==> src/rtl/axil_regmap_slave.sv <==
// -----------------------------------------------------------------------------
// axil_regmap_slave
//
// AXI4-Lite slave exposing NUM_REGS read/write control registers followed by
// one read-only status register. Word index = addr[ADDR_W-1:2]; the low two
// address bits are ignored, so unaligned accesses align down.
//   index 0..NUM_REGS-1 : control registers (RW, byte strobes honoured)
//   index NUM_REGS      : status register (RO, returns status_in; writes SLVERR)
//   anything else       : unmapped (reads 0 with SLVERR, writes SLVERR)
//
// Ports:
//   clk, rst            system clock, synchronous active-high reset
//   axil_aw*/w*/b*      AXI-Lite write address, write data, write response
//   axil_ar*/r*         AXI-Lite read address, read data
//   ctrl_regs           flattened control registers, reg i at [i*DATA_W +: DATA_W]
//   ctrl_wr_pulse       one-cycle pulse per control register when it is written
//   status_in           value returned by the status register
// -----------------------------------------------------------------------------
module axil_regmap_slave #(
    parameter int ADDR_W   = 32,
    parameter int DATA_W   = 32,
    parameter int STRB_W   = DATA_W / 8,
    parameter int NUM_REGS = 8
) (
    input  logic                       clk,
    input  logic                       rst,
    input  logic [ADDR_W-1:0]          axil_awaddr,
    input  logic [2:0]                 axil_awprot,
    input  logic                       axil_awvalid,
    output logic                       axil_awready,
    input  logic [DATA_W-1:0]          axil_wdata,
    input  logic [STRB_W-1:0]          axil_wstrb,
    input  logic                       axil_wvalid,
    output logic                       axil_wready,
    output logic [1:0]                 axil_bresp,
    output logic                       axil_bvalid,
    input  logic                       axil_bready,
    input  logic [ADDR_W-1:0]          axil_araddr,
    input  logic [2:0]                 axil_arprot,
    input  logic                       axil_arvalid,
    output logic                       axil_arready,
    output logic [DATA_W-1:0]          axil_rdata,
    output logic [1:0]                 axil_rresp,
    output logic                       axil_rvalid,
    input  logic                       axil_rready,
    output logic [NUM_REGS*DATA_W-1:0] ctrl_regs,
    output logic [NUM_REGS-1:0]        ctrl_wr_pulse,
    input  logic [DATA_W-1:0]          status_in
);

    localparam int IDX_W = ADDR_W - 2;
    localparam logic [1:0] RESP_OKAY   = 2'b00;
    localparam logic [1:0] RESP_SLVERR = 2'b10;

    typedef enum logic [1:0] {W_IDLE, W_EXEC, W_RESP} wstate_t;
    typedef enum logic       {R_IDLE, R_RESP}         rstate_t;

    // Write-side state
    wstate_t                   wstate_q, wstate_d;
    logic                      awready_q, awready_d;
    logic                      wready_q, wready_d;
    logic [IDX_W-1:0]          aw_idx_q, aw_idx_d;
    logic [DATA_W-1:0]         wdata_q, wdata_d;
    logic [STRB_W-1:0]         wstrb_q, wstrb_d;
    logic                      bvalid_q, bvalid_d;
    logic [1:0]                bresp_q, bresp_d;
    logic [NUM_REGS*DATA_W-1:0] ctrl_q, ctrl_d;
    logic [NUM_REGS-1:0]       wr_pulse;

    // Read-side state
    rstate_t                   rstate_q, rstate_d;
    logic                      arready_q, arready_d;
    logic                      rvalid_q, rvalid_d;
    logic [DATA_W-1:0]         rdata_q, rdata_d;
    logic [1:0]                rresp_q, rresp_d;
    logic [IDX_W-1:0]          ar_idx;

    // Protection bits and the byte offset carry no meaning for this block.
    logic unused_inputs;
    assign unused_inputs = ^{axil_awprot, axil_arprot, axil_awaddr[1:0], axil_araddr[1:0]};

    assign ar_idx = axil_araddr[ADDR_W-1:2];

    // Write channel: AW and W are captured independently; once both are held
    // the register update happens in a single W_EXEC cycle, after which the
    // response is held in W_RESP until the master accepts it.
    always_comb begin
        wstate_d  = wstate_q;
        awready_d = awready_q;
        wready_d  = wready_q;
        aw_idx_d  = aw_idx_q;
        wdata_d   = wdata_q;
        wstrb_d   = wstrb_q;
        bvalid_d  = bvalid_q;
        bresp_d   = bresp_q;
        ctrl_d    = ctrl_q;
        wr_pulse  = '0;

        case (wstate_q)
            W_IDLE: begin
                if (axil_awvalid && awready_q) begin
                    aw_idx_d  = axil_awaddr[ADDR_W-1:2];
                    awready_d = 1'b0;
                end
                if (axil_wvalid && wready_q) begin
                    wdata_d  = axil_wdata;
                    wstrb_d  = axil_wstrb;
                    wready_d = 1'b0;
                end
                // A low ready after this edge means that channel is held.
                if (!awready_d && !wready_d) begin
                    wstate_d = W_EXEC;
                end
            end
            W_EXEC: begin
                // Status and unmapped indices fall through as SLVERR.
                bresp_d = RESP_SLVERR;
                for (int i = 0; i < NUM_REGS; i++) begin
                    if (aw_idx_q == IDX_W'(i)) begin
                        wr_pulse[i] = 1'b1;
                        bresp_d     = RESP_OKAY;
                        for (int b = 0; b < STRB_W; b++) begin
                            if (wstrb_q[b]) begin
                                ctrl_d[i*DATA_W + b*8 +: 8] = wdata_q[b*8 +: 8];
                            end
                        end
                    end
                end
                bvalid_d = 1'b1;
                wstate_d = W_RESP;
            end
            W_RESP: begin
                if (axil_bready) begin
                    bvalid_d  = 1'b0;
                    awready_d = 1'b1;
                    wready_d  = 1'b1;
                    wstate_d  = W_IDLE;
                end
            end
            default: begin
                wstate_d = W_IDLE;
            end
        endcase
    end

    // Read channel: the response is registered on the same edge the address
    // is accepted, so a read that coincides with a W_EXEC update of the same
    // register sees the pre-update contents.
    always_comb begin
        rstate_d  = rstate_q;
        arready_d = arready_q;
        rvalid_d  = rvalid_q;
        rdata_d   = rdata_q;
        rresp_d   = rresp_q;

        case (rstate_q)
            R_IDLE: begin
                if (axil_arvalid && arready_q) begin
                    rdata_d = '0;
                    rresp_d = RESP_SLVERR;
                    for (int i = 0; i < NUM_REGS; i++) begin
                        if (ar_idx == IDX_W'(i)) begin
                            rdata_d = ctrl_q[i*DATA_W +: DATA_W];
                            rresp_d = RESP_OKAY;
                        end
                    end
                    if (ar_idx == IDX_W'(NUM_REGS)) begin
                        rdata_d = status_in;
                        rresp_d = RESP_OKAY;
                    end
                    rvalid_d  = 1'b1;
                    arready_d = 1'b0;
                    rstate_d  = R_RESP;
                end
            end
            R_RESP: begin
                if (axil_rready) begin
                    rvalid_d  = 1'b0;
                    arready_d = 1'b1;
                    rstate_d  = R_IDLE;
                end
            end
            default: begin
                rstate_d = R_IDLE;
            end
        endcase
    end

    // State registers for both channels; reset abandons any transaction in
    // flight without issuing a response.
    always_ff @(posedge clk) begin
        if (rst) begin
            wstate_q  <= W_IDLE;
            awready_q <= 1'b1;
            wready_q  <= 1'b1;
            aw_idx_q  <= '0;
            wdata_q   <= '0;
            wstrb_q   <= '0;
            bvalid_q  <= 1'b0;
            bresp_q   <= RESP_OKAY;
            ctrl_q    <= '0;
            rstate_q  <= R_IDLE;
            arready_q <= 1'b1;
            rvalid_q  <= 1'b0;
            rdata_q   <= '0;
            rresp_q   <= RESP_OKAY;
        end else begin
            wstate_q  <= wstate_d;
            awready_q <= awready_d;
            wready_q  <= wready_d;
            aw_idx_q  <= aw_idx_d;
            wdata_q   <= wdata_d;
            wstrb_q   <= wstrb_d;
            bvalid_q  <= bvalid_d;
            bresp_q   <= bresp_d;
            ctrl_q    <= ctrl_d;
            rstate_q  <= rstate_d;
            arready_q <= arready_d;
            rvalid_q  <= rvalid_d;
            rdata_q   <= rdata_d;
            rresp_q   <= rresp_d;
        end
    end

    assign axil_awready  = awready_q;
    assign axil_wready   = wready_q;
    assign axil_bvalid   = bvalid_q;
    assign axil_bresp    = bresp_q;
    assign axil_arready  = arready_q;
    assign axil_rvalid   = rvalid_q;
    assign axil_rdata    = rdata_q;
    assign axil_rresp    = rresp_q;
    assign ctrl_regs     = ctrl_q;
    assign ctrl_wr_pulse = wr_pulse;

endmodule

==> config.mk <==
export PLATFORM = sky130hd
export DESIGN_NAME = axil_regmap_slave
export DESIGN_NICKNAME = d
export VERILOG_FILES = /design/src/rtl/axil_regmap_slave.sv
export SDC_FILE = /design/constraint.sdc
export NUM_CORES = 1
export LEC_CHECK = 0
export CAP_MARGIN = 20
export CORE_AREA = 8 8 190 192
export DETAILED_ROUTE_END_ITERATION = 10
export DIE_AREA = 0 0 198 200
export GPL_ROUTABILITY_DRIVEN = 0
export PLACE_DENSITY = 0.8
export SETUP_SLACK_MARGIN = 0.02
export SYNTH_ARGS = -nofsm -noshare
export SYNTH_HDL_FRONTEND = slang
export SYNTH_SLANG_ARGS = --single-unit
==> constraint.sdc <==
create_clock -name clk -period 3.1 [get_ports clk]
set_clock_uncertainty 0.1 [all_clocks]
set_input_delay 0.465 -clock clk [delete_from_list [all_inputs] [get_ports clk]]
set_output_delay 0.465 -clock clk [all_outputs]
set_load 0.02 [all_outputs]
======== Yosys cells after proc, flatten, opt, wreduce, memory -nomap -nowiden ========
Index checks and enable logic that the tools add are counted.
storage, ports and cells
  input bits .............................. 145
  output and inout bits ................... 305
  register bits ........................... 366
  logic and storage cells ................. 173
operators by class
  muxes and demuxes ....................... 56
  eq/ne operators ......................... 21
  reductions and logical operators ........ 50
  bitwise gates (word level) .............. 1
operator list
  operator                                         count
  two-way mux 32 bit                               9
  == test 30 x 3 -> 1 bit (second input constant)  8
  == test 30 x 2 -> 1 bit (second input constant)  4
  AND reduction 3 bit                              32
  == test 30 x 1 -> 1 bit (second input constant)  2
  zero test 30 bit                                 2
  two-way mux 2 bit                                19
  == test 30 x 4 -> 1 bit (second input constant)  1
  two-way mux 1 bit                                20
  AND reduction 2 bit                              7
  case mux 1 bit (2 select lines)                  6
  two-way mux 8 bit                                1
  != test 2 bit (second input constant)            4
  case mux 2 bit (3 select lines)                  1
  logical AND 1 bit                                4
  nonzero test 2 bit                               2
  == test 2 x 1 -> 1 bit (second input constant)   1
  == test 2 bit (second input constant)            1
  zero test 1 bit                                  2
  zero test 2 bit                                  1
  NOT 1 bit                                        1

======== Longest topological paths before layout ========
Gate-level depths: netlist of run 1.
  depth after elaboration ................. 10
  gate-level depth with buffers ........... 9
  gate-level depth less buffers ........... 6

======== Worst setup path before layout of run 1 ========
No wires, ideal clock.
  path kind ............................... input port to flip-flop
  start ................................... in axil_araddr[18]
  end ..................................... reg rdata_q[19], in the netlist axil_rdata[19]
  library setup time ...................... 130 ps
  buffers on the path ..................... 2
  data arrival time ....................... 2213 ps
  data required time ...................... 2870 ps
  cell stages on the path ................. 7
  setup slack ............................. 657 ps
  cells stage by stage .................... nor4_2 nand4_2 buf_6 or4_4 clkbuf_1 o21ai_0 o22ai_1
on the way
  word-level cells in the longest chain between the ends .. 10
  elaborated cells on any way between the ends .. 18
  classes of those cells .................. eq/ne (8); mux (9); reduce/logical (1)
RTL lines
  element                           line  RTL
  from (decl)                       38    input logic [ADDR_W-1:0] axil_araddr,
  zero test 30 bit                  162   if (ar_idx == IDX_W'(i)) begin
  two-way mux 32 bit (8 in series)  162
  two-way mux 32 bit *              167   if (ar_idx == IDX_W'(NUM_REGS)) begin
  to (signal assigned)              220   rdata_q <= rdata_d;
  to (decl)                         74    logic [DATA_W-1:0] rdata_q, rdata_d;
Mark *: on every way between the ends. The rest lies on a longest branch, timed or not.
A chain may end at the register's enable or synchronous reset.

======== Worst setup path in the final report of run 1 ========
  start ................................... reg aw_idx_q[25]
  end ..................................... out ctrl_wr_pulse[7]
on the way
  word-level cells in the longest chain between the ends .. 3
RTL lines
  element                  line  RTL
  from (decl)              62    logic [IDX_W-1:0] aw_idx_q, aw_idx_d;
  from (signal assigned)   211   aw_idx_q <= aw_idx_d;
  == test 30 x 3 -> 1 bit  119   if (aw_idx_q == IDX_W'(i)) begin
  two-way mux 1 bit        119
  two-way mux 8 bit        99    case (wstate_q)
  to (decl)                47    output logic [NUM_REGS-1:0] ctrl_wr_pulse,
No other way between the ends.

==> summary.txt, run 1 <==
Synthesis
  – Compound-Gate Fraction of Synth Area: 0.189
  – Mean post-synth cell area: 8.26 um2
  – Ys flop type: dfxtp_1
  – Synth warn: 0
  – Adder-Cell Fraction of Synth Area: 0
  – Ys async rst share: 0
  – Top post-synthesis cells by area: dfxtp_1 (46%), a21oi_1 (11%), nand2_1 (11%)
  – Synth Area in Simple Gates: 0.249
  – Number of synthesized flops with an enable pin: 0
  – Mux share of post-synthesis cell area: 0.0387
  – Post-Synth XOR/XNOR Area: 0
  – Yosys top cell area share: 0.463
  – Post-synth top area cell: dfxtp_1
  – Synthesized area: 0.0157 mm2
  – Synthesized flop and latch total: 364
  – Share of the yosys chip area belonging to registers: 0.463
  – Yosys cell types: 55
  – Largest family of logic cells by synthesized area: simple AND/OR/NAND/NOR gates
  – Mapped Cells: 1904

Final layout
  – Post-route cell area: 0.0219 mm2
  – Most common cell after layout, fill and taps aside: nand2_1
  – End-of-flow core utilization: 0.660
  – Commonest cells after routing, fill and taps aside: nand2_1 (445), clkdlybuf4s50_1 (426), dfxtp_1 (360)
  – Fillers: 2680
  – Layout cell share with drive strength beyond 1: 0.0938
  – Area grow syn2layout: 39.0%
  – Fin cells: 2751
  – Final net count: 2420

Drt
  – Via Count: 16600
  – DR WL/cell: 23.3 um
  – Drt total wl: 64000 um
  – DRC Markers: 0
  – 1st-pass router iterations: 7
  – Final ANT Viol Nets: 0
  – DR iter-0 viols: 1975
  – Vias per cell: 6.02

Global route
  – Vias in the first global route: 15700
  – Initial antenna violation count: 5
  – Total global-route track usage: 0.306
  – Global-route wire length before repair: 94500 um
  – Largest net degree at the start of global routing: 173
  – Grt ovf: 0

Place
  – # port buffers: 437
  – Inst Count DP: 2676
  – Pre-CTS setup slack: 0.0813 ns
  – Area post-placement: 0.0204 mm2
  – DPL Wire Length: 46700 um

Die
  – IO Pins: 450
  – Num rows: 67
  – Chip Height: 200 um
  – Die area: 0.0396 mm2
  – Initial Util: 0.475
  – Die X: 198 um
  – Core Region: 0.0331 mm2

Worst hold path
  – End of the worst hold path: ctrl_regs[177]$_SDFFE_PP0P_
  – Hold path cells: 2
  – Min-delay worst type: in2reg
  – Hold_sp: rst

Worst setup path
  – WP data required: 2.53 ns
  – CP max FO: 9
  – RR Endpoint: ctrl_regs[46]$_SDFFE_PP0P_
  – CP Class: reg2out
  – Data arrival, critical path: 2.44 ns
  – Worst flop-to-flop path startpoint: aw_idx_q[25]$_SDFFE_PP0P_
  – Worst r2r path cells: 9
  – CP endpoint kind: output pin
  – Startpoint Class: flip-flop
  – Flop2flop setup slack: 0.25 ns

Timing
  – Final WS setup: 0.0937 ns
  – Maximum clock frequency: 0.333 GHz
  – Final Setup Violations: 0
  – Final slew viol count: 0
  – Tmin final: 3.01 ns
  – Max-Slew Margin vs Limit: 0.270
  – Final hold vios: 0
  – Tcrit/Tclk final: 0.970
  – Setup TNS: 0 ns
  – Measured slew at the worst slew-check pin: 1.09 ns
  – RSZ-0062 raised after global routing: no

Outcome
  – Status: finished clean

Run
  – # Max-Cap Violations: 0

Power and ir drop
  – Pwr per Cell Area: 502 mW/mm2
  – Leakage: 7.17 nW
  – Peak supply drop: 447 uV

Clock tree
  – Clock root buffer: clkbuf_16
  – Max clock buf depth: 3
  – Sink Count: 364
  – CTS buffer count: 39
  – CTS tree: built
  – Clk Latency, worst-skew pair: 0.52 ns
  – H-tree Lvls: 2
  – Clock transition at path regs: 0.06 ns
==> cells in the mapped netlist (13+ instances only) <==
master,n
a211oi_1,16
a21oi_1,335
a221o_1,16
a221oi_1,25
a22oi_1,16
buf_2,14
buf_6,25
clkbuf_1,126
dfxtp_1,364
mux2_2,14
mux4_2,20
nand2_1,445
nand3_1,265
nor2_1,32
nor4_4,13
o21ai_0,24
==> worst max path at each step <==
| stage | startpoint | end | depth (start not counted) |
|---|---|---|---|
| final | aw_idx_q[25]$_SDFFE_PP0P_ | ctrl_wr_pulse[7] | 7 |
| after global routing | aw_idx_q[25]$_SDFFE_PP0P_ | ctrl_wr_pulse[7] | 7 |
| after CTS | aw_idx_q[25]$_SDFFE_PP0P_ | ctrl_wr_pulse[1] | 6 |
| after detailed placement | axil_araddr[4] | axil_rdata[14]$_SDFFE_PP0P_ | 7 |
| after global placement | aw_idx_q[22]$_SDFFE_PP0P_ | ctrl_wr_pulse[5] | 4 |
| after floorplan | axil_araddr[18] | axil_rdata[19]$_SDFFE_PP0P_ | 7 |
==> critical path, cell delays in order, from the launching register on <==
cell and delay [ns]:
dfxtp_1 0.34, nor4_4 0.34, buf_4 0.18, nand4_4 0.10
buf_12 0.18, nor4_4 0.24, buf_4 0.19, dlygate4sd2_1 0.35
==> what timing repair did <==
item                       4_1_cts  5_1_grt
hold buffers                     0        0
pin swaps                        6        2
gates resized for setup         13        9
buffers inserted                 3        2
setup endpoints to repair        8        6
cloned                           0        0
hold endpoints to repair         0        0
==> power breakdown <==
| group | total (mW) | internal [mW] | switching (mW) |
|---|---|---|---|
| registers | 5.00 | 4.79 | 0.214 |
| logic | 0.997 | 0.435 | 0.562 |
| clock network | 4.97 | 3.05 | 1.92 |
==> metrics by stage <==
| step | power [mW] | hold WS, ns |
|---|---|---|
| 6_report | 11.0 | 0.313 |
| 5_1_grt | 11.3 | 0.333 |
| 4_1_cts | 11.0 | 0.278 |
| 3_5_place_dp | 6.04 | 0.348 |
| 3_3_place_gp | 6.02 | 0.343 |
| 2_1_floorplan | 5.57 | 0.336 |
==> registers in the layout, summed over array words and instances, names as in the netlist <==
signal	cells
rstate_q	1
wstate_q	2
axil_rvalid	1
wdata_q	32
wstrb_q	4
axil_rdata	32
axil_bresp	1
axil_arready	1
axil_awready	1
axil_rresp	1
ctrl_regs	256
axil_wready	1
aw_idx_q	30
axil_bvalid	1
==> layout make-up <==
| class | count | area (um2) | share of cell area |
|---|---|---|---|
| inverter | 6 | 22.5 | 0.00103 |
| sequential | 364 | 7290 | 0.334 |
| multi-input combinational | 1354 | 7570 | 0.346 |
| tap | 448 | 561 | 0.0256 |
| clock buffer | 55 | 1140 | 0.0520 |
| clock inverter | 13 | 230 | 0.0105 |
| antenna | 1 | 2.50 | 0.000114 |
| timing repair buffer | 510 | 5050 | 0.231 |
==> metal layers <==
layer	track usage	part of all wire	vias up
met5	0	0.00075	-
li1	-	-	7501
met1	0.393	0.38	7836
met2	0.476	0.45	1067
met4	0.128	0.044	8
met3	0.0894	0.13	162
==> kinds of logic (layout without fill, tap and decap cells) <==
logic type      after synthesis  in the layout
flops                       364            364
other cells                   1              3
compound gates              497            497
simple gates                821            821
buf+inv                     187            584
mux                          34             34
Power figures use the tool's default switching activity.
==> run 2: changes to the inputs <==
Settings changed: SLEW_MARGIN from default to 20.
==> run 2 against run 1 <==
Combinational power hardly changed; first-iteration DRC count is 1.3% lower; fmax is 0.11% lower; sequential share of layout area stayed put; sequential cell count stayed put; sequential power hardly changed; power hardly changed; utilization stayed put; hold slack worse by 0.0071 ns; via count is 0.19% higher; cell area stayed put; clock power hardly changed; largest cell class unchanged; largest power group unchanged; highest routed layer unchanged.
==> summary.txt, run 2 (synthesized netlist as in run 1, its figures left out) <==
Power and ir drop
  – Overall Power: 11.0 mW (about the same)
  – Pwr per Cell Area: 501 mW/mm2 (about the same)
  – Peak supply drop: 447 uV (+0.10%)
  – Leakage: 7.16 nW (about the same)

Drt
  – 1st-pass router iterations: 6 (-1)
  – Drt total wl: 64100 um (about the same)
  – DR WL/cell: 23.3 um (+0.13%)
  – DRC Markers: 0 (unchanged)
  – Vias per cell: 6.04 (+0.23%)
  – Via Count: 16600 (+0.19%)
  – Final ANT Viol Nets: 0 (unchanged)
  – DR iter-0 viols: 1950 (-1.3%)

Worst setup path
  – CP Class: reg2out
  – Data arrival, critical path: 2.44 ns (about the same)
  – CP Cell Sequence: nor4_4, buf_4, nand4_4, buf_12, nor4_4, buf_4, dlygate4sd2_1
  – Worst flop-to-flop path startpoint: aw_idx_q[25]$_SDFFE_PP0P_
  – Slowest cell on crit path: dlygate4sd2_1
  – Critical Path Start: aw_idx_q[25]$_SDFFE_PP0P_
  – Worst r2r path cells: 9 (unchanged)
  – RR Endpoint: ctrl_regs[46]$_SDFFE_PP0P_
  – Crit path to: ctrl_wr_pulse[5]
  – CP max FO: 9 (unchanged)
  – CP max stage delay: 0.36 ns (about the same)
  – Startpoint Class: flip-flop
  – CP endpoint kind: output pin
  – WP data required: 2.53 ns (about the same)
  – Flop2flop setup slack: 0.25 ns (about the same)

Clock tree
  – CTS buffer count: 39 (unchanged)
  – CTS tree: built
  – H-tree Lvls: 2 (unchanged)
  – Clk Latency, worst-skew pair: 0.52 ns (about the same)
  – Clock root buffer: clkbuf_16
  – Sink Count: 364 (unchanged)
  – Clock transition at path regs: 0.06 ns (about the same)
  – Max clock buf depth: 3 (unchanged)

Global route
  – Initial antenna violation count: 5 (unchanged)
  – Largest net degree at the start of global routing: 173 (unchanged)
  – Global-route wire length before repair: 94500 um (unchanged)
  – Total global-route track usage: 0.306 (unchanged)
  – Vias in the first global route: 15700 (unchanged)
  – Grt ovf: 0 (unchanged)

Timing
  – Final WS setup: 0.0905 ns (-0.00318 ns)
  – Maximum clock frequency: 0.332 GHz (-0.11%)
  – Hold Slack: 0.306 ns (-0.00711 ns)
  – Setup TNS: 0 ns (unchanged)
  – RSZ-0062 raised after global routing: no
  – Final slew viol count: 0 (unchanged)
  – Measured slew at the worst slew-check pin: 1.11 ns (+0.0188 ns)
  – Max-Slew Margin vs Limit: 0.258 (-0.0125)
  – Tcrit/Tclk final: 0.971 (+0.00103)
  – Final hold vios: 0 (unchanged)
  – Final Setup Violations: 0 (unchanged)
  – Tmin final: 3.01 ns (+0.00318 ns)

Final layout
  – Fillers: 2681 (+0.037%)
  – Max reg flops: 256 (unchanged)
  – Most common cell after layout, fill and taps aside: nand2_1
  – End-of-flow core utilization: 0.660 (unchanged)
  – Final net count: 2419 (-0.041%)
  – Fin cells: 2750 (-0.036%)
  – Layout cell share with drive strength beyond 1: 0.0939 (about the same)
  – Post-route cell area: 0.0219 mm2 (unchanged)
  – Area grow syn2layout: 39.0% (unchanged)
  – Commonest cells after routing, fill and taps aside: nand2_1 (445), clkdlybuf4s50_1 (426), dfxtp_1 (360)

Run
  – # Max-Cap Violations: 0 (unchanged)

Die
  – Die X: 198 um (unchanged)
  – Num rows: 67 (unchanged)
  – Initial Util: 0.475 (unchanged)
  – Core Region: 0.0331 mm2 (unchanged)
  – Die area: 0.0396 mm2 (unchanged)
  – Chip Height: 200 um (unchanged)
  – IO Pins: 450 (unchanged)

Worst hold path
  – Min-delay worst type: in2reg

Outcome
  – Status: finished clean

Place
  – Pre-CTS setup slack: 0.0813 ns (unchanged)
  – # port buffers: 437 (unchanged)
  – DPL Wire Length: 46700 um (unchanged)
  – Area post-placement: 0.0204 mm2 (unchanged)
  – Inst Count DP: 2676 (unchanged)
==> run 2: worst min path at each step <==
stage | from | to | slack (ns) | cells past startpoint
after detailed placement | aw_idx_q[4]$_SDFFE_PP0P_ | aw_idx_q[4]$_SDFFE_PP0P_ | 0.35 | 2
after CTS | rst | ctrl_regs[239]$_SDFFE_PP0P_ | 0.28 | 2
final | rst | ctrl_regs[178]$_SDFFE_PP0P_ | 0.31 | 2
after global routing | rst | ctrl_regs[171]$_SDFFE_PP0P_ | 0.33 | 2
after global placement | aw_idx_q[28]$_SDFFE_PP0P_ | aw_idx_q[28]$_SDFFE_PP0P_ | 0.34 | 2
after floorplan | aw_idx_q[10]$_SDFFE_PP0P_ | aw_idx_q[10]$_SDFFE_PP0P_ | 0.34 | 2
==> run 2: worst max-delay path: cells and delay by family, from the launching register on <==
family,cells,cell delay [ns]
buffers and inverters,4,0.90
AND/OR/NAND/NOR,3,0.68
flip-flops,1,0.34
==> run 2: what timing repair did <==
item | CTS | global route
hold buffers | 0 | 0
setup buffers | 3 | 2
pin swaps | 6 | 2
endpoints found under the setup margin | 8 | 6
resized for setup | 13 | 9
==> run 2: final cells by class <==
cell class | instances | area (um2) | area share
multi-input cells | 1354 | 7570 | 0.346
clock inverters | 13 | 230 | 0.0105
clock buffers | 55 | 1140 | 0.0520
inverters | 6 | 22.5 | 0.00103
well taps | 448 | 561 | 0.0256
flip-flops and latches | 364 | 7290 | 0.334
repair buffers | 509 | 5050 | 0.231
diodes | 1 | 2.50 | 0.000114
==> run 2: where the power goes <==
part	internal (mW)	switching, mW	total (mW)
Sequential	4.79	0.214	5.00
Combinational	0.435	0.563	0.998
Clock	3.05	1.91	4.96
==> run 2: routing by layer <==
layer | wire length (um) | share of wire | vias to the layer above | GRT usage
li1 | - | - | 7500 | -
met1 | 24100 | 0.38 | 7816 | 0.393
met2 | 28600 | 0.45 | 1114 | 0.476
met3 | 8400 | 0.13 | 168 | 0.0894
met4 | 2940 | 0.046 | 8 | 0.128
met5 | 48 | 0.00075 | - | 0
